[config.mk]
export PLATFORM = sky130hd
export DESIGN_NAME = dmem_arbiter_flat
export DESIGN_NICKNAME = d
export VERILOG_FILES = /design/src/rtl/dmem_arbiter_pkg.sv /design/src/rtl/dmem_arbiter_if.sv /design/src/rtl/dmem_arb_waitcnt.sv /design/src/rtl/dmem_arbiter.sv /design/src/flat_wrapper.sv
export SDC_FILE = /design/constraint.sdc
export NUM_CORES = 1
export LEC_CHECK = 0
export CAP_MARGIN = 15
export CORE_AREA = 2 2 120 122
export CTS_CLUSTER_DIAMETER = 60
export DETAILED_ROUTE_END_ITERATION = 7
export DIE_AREA = 0 0 122 124
export PLACE_DENSITY = 0.66
export SETUP_SLACK_MARGIN = 0.5
export SLEW_MARGIN = 20
export SYNTH_ARGS = -nofsm -noshare
export SYNTH_HDL_FRONTEND = slang
export SYNTH_HIERARCHICAL = 1
export SYNTH_SLANG_ARGS = --single-unit
[constraint.sdc]
create_clock -name i_clk -period 5.3 [get_ports i_clk]
set_clock_uncertainty 0.15 [all_clocks]
set_input_delay 1.59 -clock i_clk [delete_from_list [all_inputs] [get_ports i_clk]]
set_output_delay 1.59 -clock i_clk [all_outputs]
set_load 0.05 [all_outputs]
[src/rtl/dmem_arbiter_pkg.sv]
// ---------------------------------------------------------------------------
// dmem_arbiter_pkg
// Shared definitions for the data-memory arbiter: FSM state encodings,
// owner codes used to steer read data, the wait-counter width and a helper
// that tells whether a read/write-enable pair forms a memory request.
// ---------------------------------------------------------------------------
package dmem_arbiter_pkg;

  // Wait counter width; holds MAX_WAIT values up to 255.
  localparam int unsigned CNT_W = 8;

  typedef enum logic [1:0] {
    ST_IDLE = 2'd0,
    ST_CORE = 2'd1,
    ST_HOST = 2'd2
  } state_e;

  typedef enum logic [1:0] {
    OWN_NONE = 2'd0,
    OWN_CORE = 2'd1,
    OWN_HOST = 2'd2
  } owner_e;

  // A request is present when a read is asked for or any byte lane is written.
  function automatic logic is_mem_req(input logic ren, input logic [3:0] wen);
    return ren | (|wen);
  endfunction

endpackage

[src/rtl/dmem_arbiter_if.sv]
// ---------------------------------------------------------------------------
// dmem_arbiter_if
// Bundles the three buses around the arbiter:
//   core port   : i_c_ren, i_c_wen, i_c_addr, i_c_wdata -> o_c_rdata, o_c_stall
//   host port   : i_h_req, i_h_we, i_h_addr, i_h_wdata  -> o_h_ack, o_h_rvalid,
//                 o_h_rdata
//   memory port : o_m_ren, o_m_wen, o_m_addr, o_m_wdata <- i_m_rdata, i_m_stall
// Modport 'slave' is the arbiter's view, 'master' the environment's view
// (core, host and memory together).
// ---------------------------------------------------------------------------
interface dmem_arbiter_if #(
  parameter int ADDR_W = 32
);

  logic              i_c_ren;
  logic [3:0]        i_c_wen;
  logic [ADDR_W-1:0] i_c_addr;
  logic [31:0]       i_c_wdata;
  logic [31:0]       o_c_rdata;
  logic              o_c_stall;

  logic              i_h_req;
  logic [3:0]        i_h_we;
  logic [ADDR_W-1:0] i_h_addr;
  logic [31:0]       i_h_wdata;
  logic              o_h_ack;
  logic              o_h_rvalid;
  logic [31:0]       o_h_rdata;

  logic              o_m_ren;
  logic [3:0]        o_m_wen;
  logic [ADDR_W-1:0] o_m_addr;
  logic [31:0]       o_m_wdata;
  logic [31:0]       i_m_rdata;
  logic              i_m_stall;

  modport slave (
    input  i_c_ren, i_c_wen, i_c_addr, i_c_wdata,
    output o_c_rdata, o_c_stall,
    input  i_h_req, i_h_we, i_h_addr, i_h_wdata,
    output o_h_ack, o_h_rvalid, o_h_rdata,
    output o_m_ren, o_m_wen, o_m_addr, o_m_wdata,
    input  i_m_rdata, i_m_stall
  );

  modport master (
    output i_c_ren, i_c_wen, i_c_addr, i_c_wdata,
    input  o_c_rdata, o_c_stall,
    output i_h_req, i_h_we, i_h_addr, i_h_wdata,
    input  o_h_ack, o_h_rvalid, o_h_rdata,
    input  o_m_ren, o_m_wen, o_m_addr, o_m_wdata,
    output i_m_rdata, i_m_stall
  );

endinterface

[src/rtl/dmem_arb_waitcnt.sv]
// ---------------------------------------------------------------------------
// dmem_arb_waitcnt
// Saturating host wait counter with synchronous clear.
//   i_clk, i_rst : clock, synchronous active-high reset
//   i_inc        : host request lost arbitration this cycle
//   i_clr        : host request accepted this cycle (wins over i_inc)
//   o_sat        : counter has reached MAX_WAIT, host must be served next
// ---------------------------------------------------------------------------
module dmem_arb_waitcnt
  import dmem_arbiter_pkg::*;
#(
  parameter int unsigned MAX_WAIT = 8
) (
  input  logic i_clk,
  input  logic i_rst,
  input  logic i_inc,
  input  logic i_clr,
  output logic o_sat
);

  localparam logic [CNT_W-1:0] MAX_C = CNT_W'(MAX_WAIT);

  logic [CNT_W-1:0] cnt_q;
  logic [CNT_W-1:0] cnt_d;

  // Next count: clear on host service, count up to MAX_C, otherwise hold.
  always_comb begin
    cnt_d = cnt_q;
    if (i_clr) begin
      cnt_d = '0;
    end else if (i_inc && (cnt_q != MAX_C)) begin
      cnt_d = cnt_q + 8'd1;
    end else begin
      cnt_d = cnt_q;
    end
  end

  // Counter register.
  always_ff @(posedge i_clk) begin
    if (i_rst) begin
      cnt_q <= '0;
    end else begin
      cnt_q <= cnt_d;
    end
  end

  assign o_sat = (cnt_q == MAX_C);

endmodule

[src/rtl/dmem_arbiter.sv]
// ---------------------------------------------------------------------------
// dmem_arbiter
// Shares the single data-memory port between the core data port (fixed high
// priority) and a host/loader port. A saturating wait counter forces one host
// access ahead of the core after MAX_WAIT lost arbitrations.
//   i_clk, i_rst : clock, synchronous active-high reset
//   bus          : core, host and memory buses (see dmem_arbiter_if)
// Arbitration is combinational in IDLE so an unstalled memory sees a new
// request every cycle; a stalled grant is latched in CORE/HOST and the owner's
// request is forwarded until the memory accepts it.
// ---------------------------------------------------------------------------
module dmem_arbiter
  import dmem_arbiter_pkg::*;
#(
  parameter int          ADDR_W   = 32,
  parameter int unsigned MAX_WAIT = 8
) (
  input  logic                  i_clk,
  input  logic                  i_rst,
  dmem_arbiter_if.slave         bus
);

  state_e      state_q, state_d;
  owner_e      rd_owner_q, rd_owner_d;
  logic [31:0] h_rdata_q, h_rdata_d;

  owner_e      owner_s;
  logic        core_req_s;
  logic        host_req_s;
  logic        accept_s;
  logic        wait_sat_s;

  assign core_req_s = is_mem_req(bus.i_c_ren, bus.i_c_wen);
  assign host_req_s = bus.i_h_req;

  // Pick the owner: a latched grant sticks while its request is still up,
  // otherwise arbitrate (host if it has waited long enough or core is silent).
  always_comb begin
    owner_s = OWN_NONE;
    if (i_rst) begin
      owner_s = OWN_NONE;
    end else if ((state_q == ST_HOST) && host_req_s) begin
      owner_s = OWN_HOST;
    end else if ((state_q == ST_CORE) && core_req_s) begin
      owner_s = OWN_CORE;
    end else if (host_req_s && (wait_sat_s || !core_req_s)) begin
      owner_s = OWN_HOST;
    end else if (core_req_s) begin
      owner_s = OWN_CORE;
    end else begin
      owner_s = OWN_NONE;
    end
  end

  // Memory-port mux driven from the owner's live request.
  always_comb begin
    bus.o_m_ren   = 1'b0;
    bus.o_m_wen   = 4'h0;
    bus.o_m_addr  = {ADDR_W{1'b0}};
    bus.o_m_wdata = 32'h0;
    case (owner_s)
      OWN_CORE: begin
        bus.o_m_ren   = bus.i_c_ren;
        bus.o_m_wen   = bus.i_c_wen;
        bus.o_m_addr  = bus.i_c_addr;
        bus.o_m_wdata = bus.i_c_wdata;
      end
      OWN_HOST: begin
        // The host has no separate read strobe: all write enables low is a read.
        bus.o_m_ren   = (bus.i_h_we == 4'h0);
        bus.o_m_wen   = bus.i_h_we;
        bus.o_m_addr  = bus.i_h_addr;
        bus.o_m_wdata = bus.i_h_wdata;
      end
      default: begin
        bus.o_m_ren   = 1'b0;
        bus.o_m_wen   = 4'h0;
        bus.o_m_addr  = {ADDR_W{1'b0}};
        bus.o_m_wdata = 32'h0;
      end
    endcase
  end

  assign accept_s = is_mem_req(bus.o_m_ren, bus.o_m_wen) && !bus.i_m_stall;

  // Next state, read-data owner and held host read data.
  always_comb begin
    state_d    = ST_IDLE;
    rd_owner_d = OWN_NONE;
    h_rdata_d  = h_rdata_q;
    if (accept_s) begin
      state_d = ST_IDLE;
    end else begin
      case (owner_s)
        OWN_CORE: state_d = ST_CORE;
        OWN_HOST: state_d = ST_HOST;
        default:  state_d = ST_IDLE;
      endcase
    end
    if (accept_s && bus.o_m_ren) begin
      rd_owner_d = owner_s;
    end else begin
      rd_owner_d = OWN_NONE;
    end
    // Keep the last host read word visible after its rvalid pulse.
    if (rd_owner_q == OWN_HOST) begin
      h_rdata_d = bus.i_m_rdata;
    end else begin
      h_rdata_d = h_rdata_q;
    end
  end

  // State, read-owner and host read-data registers.
  always_ff @(posedge i_clk) begin
    if (i_rst) begin
      state_q    <= ST_IDLE;
      rd_owner_q <= OWN_NONE;
      h_rdata_q  <= 32'h0;
    end else begin
      state_q    <= state_d;
      rd_owner_q <= rd_owner_d;
      h_rdata_q  <= h_rdata_d;
    end
  end

  dmem_arb_waitcnt #(
    .MAX_WAIT (MAX_WAIT)
  ) u_waitcnt (
    .i_clk (i_clk),
    .i_rst (i_rst),
    .i_inc (host_req_s && !bus.o_h_ack),
    .i_clr (bus.o_h_ack),
    .o_sat (wait_sat_s)
  );

  assign bus.o_c_stall  = core_req_s && !((owner_s == OWN_CORE) && accept_s);
  assign bus.o_c_rdata  = bus.i_m_rdata;
  assign bus.o_h_ack    = (owner_s == OWN_HOST) && accept_s;
  assign bus.o_h_rvalid = (rd_owner_q == OWN_HOST);
  // Memory data arrives the cycle after acceptance; show it alongside rvalid.
  assign bus.o_h_rdata  = (rd_owner_q == OWN_HOST) ? bus.i_m_rdata : h_rdata_q;

endmodule

[src/flat_wrapper.sv]
// flat-port wrapper written by rule: the top's interface ports become plain ports
module dmem_arbiter_flat import dmem_arbiter_pkg::*;
#(
  parameter int          ADDR_W   = 32,
  parameter int unsigned MAX_WAIT = 8
)
  (i_clk, i_rst, bus_i_c_ren, bus_i_c_wen, bus_i_c_addr, bus_i_c_wdata, bus_o_c_rdata, bus_o_c_stall, bus_i_h_req, bus_i_h_we, bus_i_h_addr, bus_i_h_wdata, bus_o_h_ack, bus_o_h_rvalid, bus_o_h_rdata, bus_o_m_ren, bus_o_m_wen, bus_o_m_addr, bus_o_m_wdata, bus_i_m_rdata, bus_i_m_stall);
  dmem_arbiter_if #(.ADDR_W(ADDR_W)) bus_i ();
  input  logic i_clk;
  input  logic i_rst;
  input wire logic [$bits(bus_i.i_c_ren)-1:0] bus_i_c_ren;
  input wire logic [$bits(bus_i.i_c_wen)-1:0] bus_i_c_wen;
  input wire logic [$bits(bus_i.i_c_addr)-1:0] bus_i_c_addr;
  input wire logic [$bits(bus_i.i_c_wdata)-1:0] bus_i_c_wdata;
  output wire logic [$bits(bus_i.o_c_rdata)-1:0] bus_o_c_rdata;
  output wire logic [$bits(bus_i.o_c_stall)-1:0] bus_o_c_stall;
  input wire logic [$bits(bus_i.i_h_req)-1:0] bus_i_h_req;
  input wire logic [$bits(bus_i.i_h_we)-1:0] bus_i_h_we;
  input wire logic [$bits(bus_i.i_h_addr)-1:0] bus_i_h_addr;
  input wire logic [$bits(bus_i.i_h_wdata)-1:0] bus_i_h_wdata;
  output wire logic [$bits(bus_i.o_h_ack)-1:0] bus_o_h_ack;
  output wire logic [$bits(bus_i.o_h_rvalid)-1:0] bus_o_h_rvalid;
  output wire logic [$bits(bus_i.o_h_rdata)-1:0] bus_o_h_rdata;
  output wire logic [$bits(bus_i.o_m_ren)-1:0] bus_o_m_ren;
  output wire logic [$bits(bus_i.o_m_wen)-1:0] bus_o_m_wen;
  output wire logic [$bits(bus_i.o_m_addr)-1:0] bus_o_m_addr;
  output wire logic [$bits(bus_i.o_m_wdata)-1:0] bus_o_m_wdata;
  input wire logic [$bits(bus_i.i_m_rdata)-1:0] bus_i_m_rdata;
  input wire logic [$bits(bus_i.i_m_stall)-1:0] bus_i_m_stall;
  assign bus_i.i_c_ren = bus_i_c_ren;
  assign bus_i.i_c_wen = bus_i_c_wen;
  assign bus_i.i_c_addr = bus_i_c_addr;
  assign bus_i.i_c_wdata = bus_i_c_wdata;
  assign bus_o_c_rdata = bus_i.o_c_rdata;
  assign bus_o_c_stall = bus_i.o_c_stall;
  assign bus_i.i_h_req = bus_i_h_req;
  assign bus_i.i_h_we = bus_i_h_we;
  assign bus_i.i_h_addr = bus_i_h_addr;
  assign bus_i.i_h_wdata = bus_i_h_wdata;
  assign bus_o_h_ack = bus_i.o_h_ack;
  assign bus_o_h_rvalid = bus_i.o_h_rvalid;
  assign bus_o_h_rdata = bus_i.o_h_rdata;
  assign bus_o_m_ren = bus_i.o_m_ren;
  assign bus_o_m_wen = bus_i.o_m_wen;
  assign bus_o_m_addr = bus_i.o_m_addr;
  assign bus_o_m_wdata = bus_i.o_m_wdata;
  assign bus_i.i_m_rdata = bus_i_m_rdata;
  assign bus_i.i_m_stall = bus_i_m_stall;
  dmem_arbiter #(.ADDR_W(ADDR_W), .MAX_WAIT(MAX_WAIT)) u_core (.i_clk(i_clk), .i_rst(i_rst), .bus(bus_i));
endmodule
==> qor.yml <==
status:
  status: "finished, violations left"
  violated_checks: "setup timing"
synth:
  synth.net_count: 559
  synth_area_leaders: "sky130_fd_sc_hd__dfxtp_1 29%, sky130_fd_sc_hd__a22oi_1 17%, sky130_fd_sc_hd__mux2_2 12%"
  ys_seq_area_frac: 0.288
  yosys.cell_types.count: 39
  largest_family_of_logic_cells_by_synthesized_area: "compound AO/OA/AOI/OAI gates"
  area_fraction_in_compound_gates_after_synthesis: 0.220
  synthDominantCellAreaShare: 0.288
  syn-cell-area_sq_um: 3060
  synth.largest_area_cell: "sky130_fd_sc_hd__dfxtp_1"
  synthesis.instances: 380
  synth_simple_gate_area_frac: 0.214
  synthXorXnorAreaFrac: 0.00573
  post_synth.cell_area_avg_sq_um: 8.05
  synthesis.yosys.warnings: 6
  post_synth_mux_area_share: 0.124
  synth-adder-area-share: 0.0245
  synth-seq-cells: 44
routing:
  route.antenna.remaining_nets: 0
  drt_drc_violations_left: 0
  drt_iter0_drc: 146
  final_wirelength_um: 16300
  vias: 4029
  routedWlPerCell_um: 18.9
  dr.pass1.iters: 6
  per_cell_via_count_in_the_routed_design: 4.66
sta:
  rsz_0062_raised_after_global_routing: "yes"
  final_critical_path_setup_slack_ns: -0.139
  final_min_period_over_clock_period: 1.03
  slew-limit-headroom: 0.645
  tightestPinTransition_ns: 0.532
  setup_total_negative_slack_ns: -4.99
  final_hold_viol_count: 0
  finalWorstPathRequiredPeriod_ns: 5.44
  finalSetupViolations: 59
  clock.fmax_mhz: 184
  slew_violations: 0
worst_setup_path:
  rrSetupSlack_ns: 1.54
  critical_path.slowest_cell: "sky130_fd_sc_hd__or4_4"
  data_arrival_critical_path_ns: 3.70
  worst_path_dominant_cell_family: "buffers and inverters"
  type_of_the_worst_setup_path: "in -> out"
  worst_path_most_repeated_cell: "sky130_fd_sc_hd__buf_6"
  critical_path.endpoint_type: "output port"
  cp_max_fo: 5
  worst_setup_path_start_kind: "input port"
  timing.critical_path.buf_inv: 6
  worst_path_largest_cell_delay_ns: 0.54
  required_ns: 3.56
  timing.critical_path.cells: "buf_6 -> or4_4 -> buf_6 -> o21bai_4 -> a21o_1 -> ha_4 -> buf_12 -> buf_8 -> buf_12 -> a22oi_2 -> nor2_2 -> buf_6"
power_and_ir_drop:
  totalPowerFinal_uw: 1300
  vdd.ir_drop.worst_mv: 0.160
  powerDensity_nw_per_um2: 154
  total_leakage_power_uw: 0.00343
placed_design:
  port_buffers: 308
  place.detailed.hpwl_um: 11800
  gp_congestion: 0.810
global_routing:
  antenna_found_initial: 0
  first_global_vias: 4158
  gr-total-overflow: 0
  wire_length_of_the_first_global_routing_pass_um: 22500
  grt_start_max_net_pins: 36
  track_usage: 0.189
floorplan:
  floorplan.initialDensity: 0.223
  floorplan.core_area_sq_um: 13700
  row_count: 43
  die_height_um: 124
  dieWidth_um: 122
  design.die.area_sq_um: 15100
  ioPinCount: 309
clocking:
  clk_transition_reported_paths_ns: 0.06
  postCtsHoldBufs: 0
  cts_buffer_depth: 2
  root_buffer: "sky130_fd_sc_hd__clkbuf_16"
  worst_skew_pair.late_latency_ns: 0.27
  cts-buffers-inserted: 5
  tritoncts_num_sinks: 44
  tritoncts: "done"
  cts_htree_levels: 2
finish:
  post_route_cells_drive_above_1_share: 0.468
  antenna_cells: 0
  num-nets-final: 863
  final_common_cell: "sky130_fd_sc_hd__clkdlybuf4s50_1"
  commonest_cells_after_routing_fill_and_taps_aside: "210 x sky130_fd_sc_hd__clkdlybuf4s50_1, 68 x sky130_fd_sc_hd__a22oi_2, 61 x sky130_fd_sc_hd__buf_12"
  area_growth_syn_to_layout_pct: 176
hold_path:
  worst_hold_path_type: "reg -> reg"
flow_run:
  max-cap-violations: 0
routing by layer:
layer  GRT usage  vias to the layer above  wire (um)
li1            -                     1931          -
met1       0.208                     1919       5890
met2       0.364                      159       9150
met3      0.0472                       20       1080
met4      0.0431                        0        217
met5           0                        -          0
cell usage after synthesis:
| cell type | number |
|---|---|
| sky130_fd_sc_hd__a2111oi_0 | 1 |
| sky130_fd_sc_hd__a2111oi_2 | 1 |
| sky130_fd_sc_hd__a21o_1 | 1 |
| sky130_fd_sc_hd__a21o_2 | 1 |
| sky130_fd_sc_hd__a21oi_1 | 8 |
| sky130_fd_sc_hd__a22oi_1 | 69 |
| sky130_fd_sc_hd__a311o_1 | 1 |
| sky130_fd_sc_hd__a31oi_1 | 1 |
| sky130_fd_sc_hd__and2_1 | 1 |
| sky130_fd_sc_hd__and3_1 | 1 |
| sky130_fd_sc_hd__buf_1 | 1 |
| sky130_fd_sc_hd__buf_2 | 4 |
| sky130_fd_sc_hd__buf_4 | 32 |
| sky130_fd_sc_hd__clkbuf_1 | 27 |
| sky130_fd_sc_hd__dfxtp_1 | 44 |
| sky130_fd_sc_hd__ha_1 | 6 |
| sky130_fd_sc_hd__inv_1 | 3 |
| sky130_fd_sc_hd__mux2_2 | 32 |
| sky130_fd_sc_hd__mux2i_1 | 2 |
| sky130_fd_sc_hd__nand2_1 | 10 |
| sky130_fd_sc_hd__nand2b_1 | 1 |
| sky130_fd_sc_hd__nand3_2 | 2 |
| sky130_fd_sc_hd__nand4_1 | 2 |
| sky130_fd_sc_hd__nor2_1 | 76 |
| sky130_fd_sc_hd__nor2b_1 | 34 |
| sky130_fd_sc_hd__nor4_1 | 1 |
| sky130_fd_sc_hd__nor4b_1 | 1 |
| sky130_fd_sc_hd__o211a_1 | 2 |
| sky130_fd_sc_hd__o21a_1 | 1 |
| sky130_fd_sc_hd__o21ai_0 | 3 |
| sky130_fd_sc_hd__o21bai_1 | 1 |
| sky130_fd_sc_hd__o31ai_1 | 1 |
| sky130_fd_sc_hd__or2_2 | 2 |
| sky130_fd_sc_hd__or2_4 | 1 |
| sky130_fd_sc_hd__or3_1 | 1 |
| sky130_fd_sc_hd__or3_2 | 1 |
| sky130_fd_sc_hd__or4_1 | 1 |
| sky130_fd_sc_hd__or4_4 | 1 |
| sky130_fd_sc_hd__xor2_1 | 2 |
power by group:
part           switching (uW)  internal, uW  total [uW]
clock                     117           267         384
combinational             293           288         580
sequential               2.54           333         336
total                     412           888        1300
final cells by class:
cell class | instances | area [sq um]
timing repair buffer | 361 | 4500
multi-input combinational | 269 | 2650
clock inverter | 2 | 60.1
tap | 180 | 225
fill | 1069 | 5280
clock buffer | 5 | 125
inverter | 3 | 11.3
sequential | 44 | 881
per-stage QoR:
step / hold slack [ns] / cells / worst slack, ns / instance area (sq um) / utilization
3_5_place_dp: 0.327 / 829 / -0.439 / 7320 / 0.533
2_1_floorplan: 0.302 / 380 / -0.0945 / 3930 / -
5_1_grt: 0.362 / 864 / -0.177 / 8440 / 0.616
4_1_cts: 0.335 / 854 / -0.0914 / 8140 / 0.594
3_3_place_gp: 0.314 / 829 / -0.390 / 7320 / 0.533
6_report: 0.328 / 864 / -0.139 / 8440 / 0.616
final timing paths:
path	from	end	depth (start not counted)
worst max-delay path	bus_i_c_wen[0]	bus_o_m_wdata[20]	12
worst min-delay path	u_core/u_waitcnt/cnt_q[7]	u_core/u_waitcnt/cnt_q[7]	2
worst max register to register	u_core/u_waitcnt/cnt_q[0]	u_core/u_waitcnt/cnt_q[7]	15
worst min register to register	u_core/u_waitcnt/cnt_q[7]	u_core/u_waitcnt/cnt_q[7]	2
cell families after synthesis:
logic type | Yosys count
compound gates | 91
xor+xnor | 2
fa+ha+maj | 6
buf+inv | 67
flops | 44
mux | 34
simple gates | 136
sequential cells by signal (all words and copies together) (netlist names):
signal                  cells
u_core/u_waitcnt/cnt_q      8
u_core/h_rdata_q           32
u_core/rd_owner_q           2
u_core/state_q              2
what timing repair did:
action | CTS | global route
setup buffers | 12 | 4
gates cloned | 6 | 6
gates resized for setup | 92 | 36
pin swaps | 34 | 69
endpoints found under the setup margin | 77 | 88
worst reg2reg max path, cell delays in order, from the launching register on:
cell                      delay [ns]
sky130_fd_sc_hd__dfxtp_1        0.35
sky130_fd_sc_hd__inv_1          0.09
sky130_fd_sc_hd__ha_1           0.15
sky130_fd_sc_hd__nor4b_1        0.40
sky130_fd_sc_hd__and3_1         0.27
sky130_fd_sc_hd__nor2_1         0.06
sky130_fd_sc_hd__o21ai_0        0.29
sky130_fd_sc_hd__a21o_1         0.24
sky130_fd_sc_hd__ha_4           0.25
sky130_fd_sc_hd__nor2_4         0.06
sky130_fd_sc_hd__and2_4         0.17
sky130_fd_sc_hd__buf_4          0.13
sky130_fd_sc_hd__nor2b_1        0.28
sky130_fd_sc_hd__nand3_2        0.15
sky130_fd_sc_hd__or4_1          0.51
sky130_fd_sc_hd__a21oi_1        0.14
(Power assumes the default switching activity.)
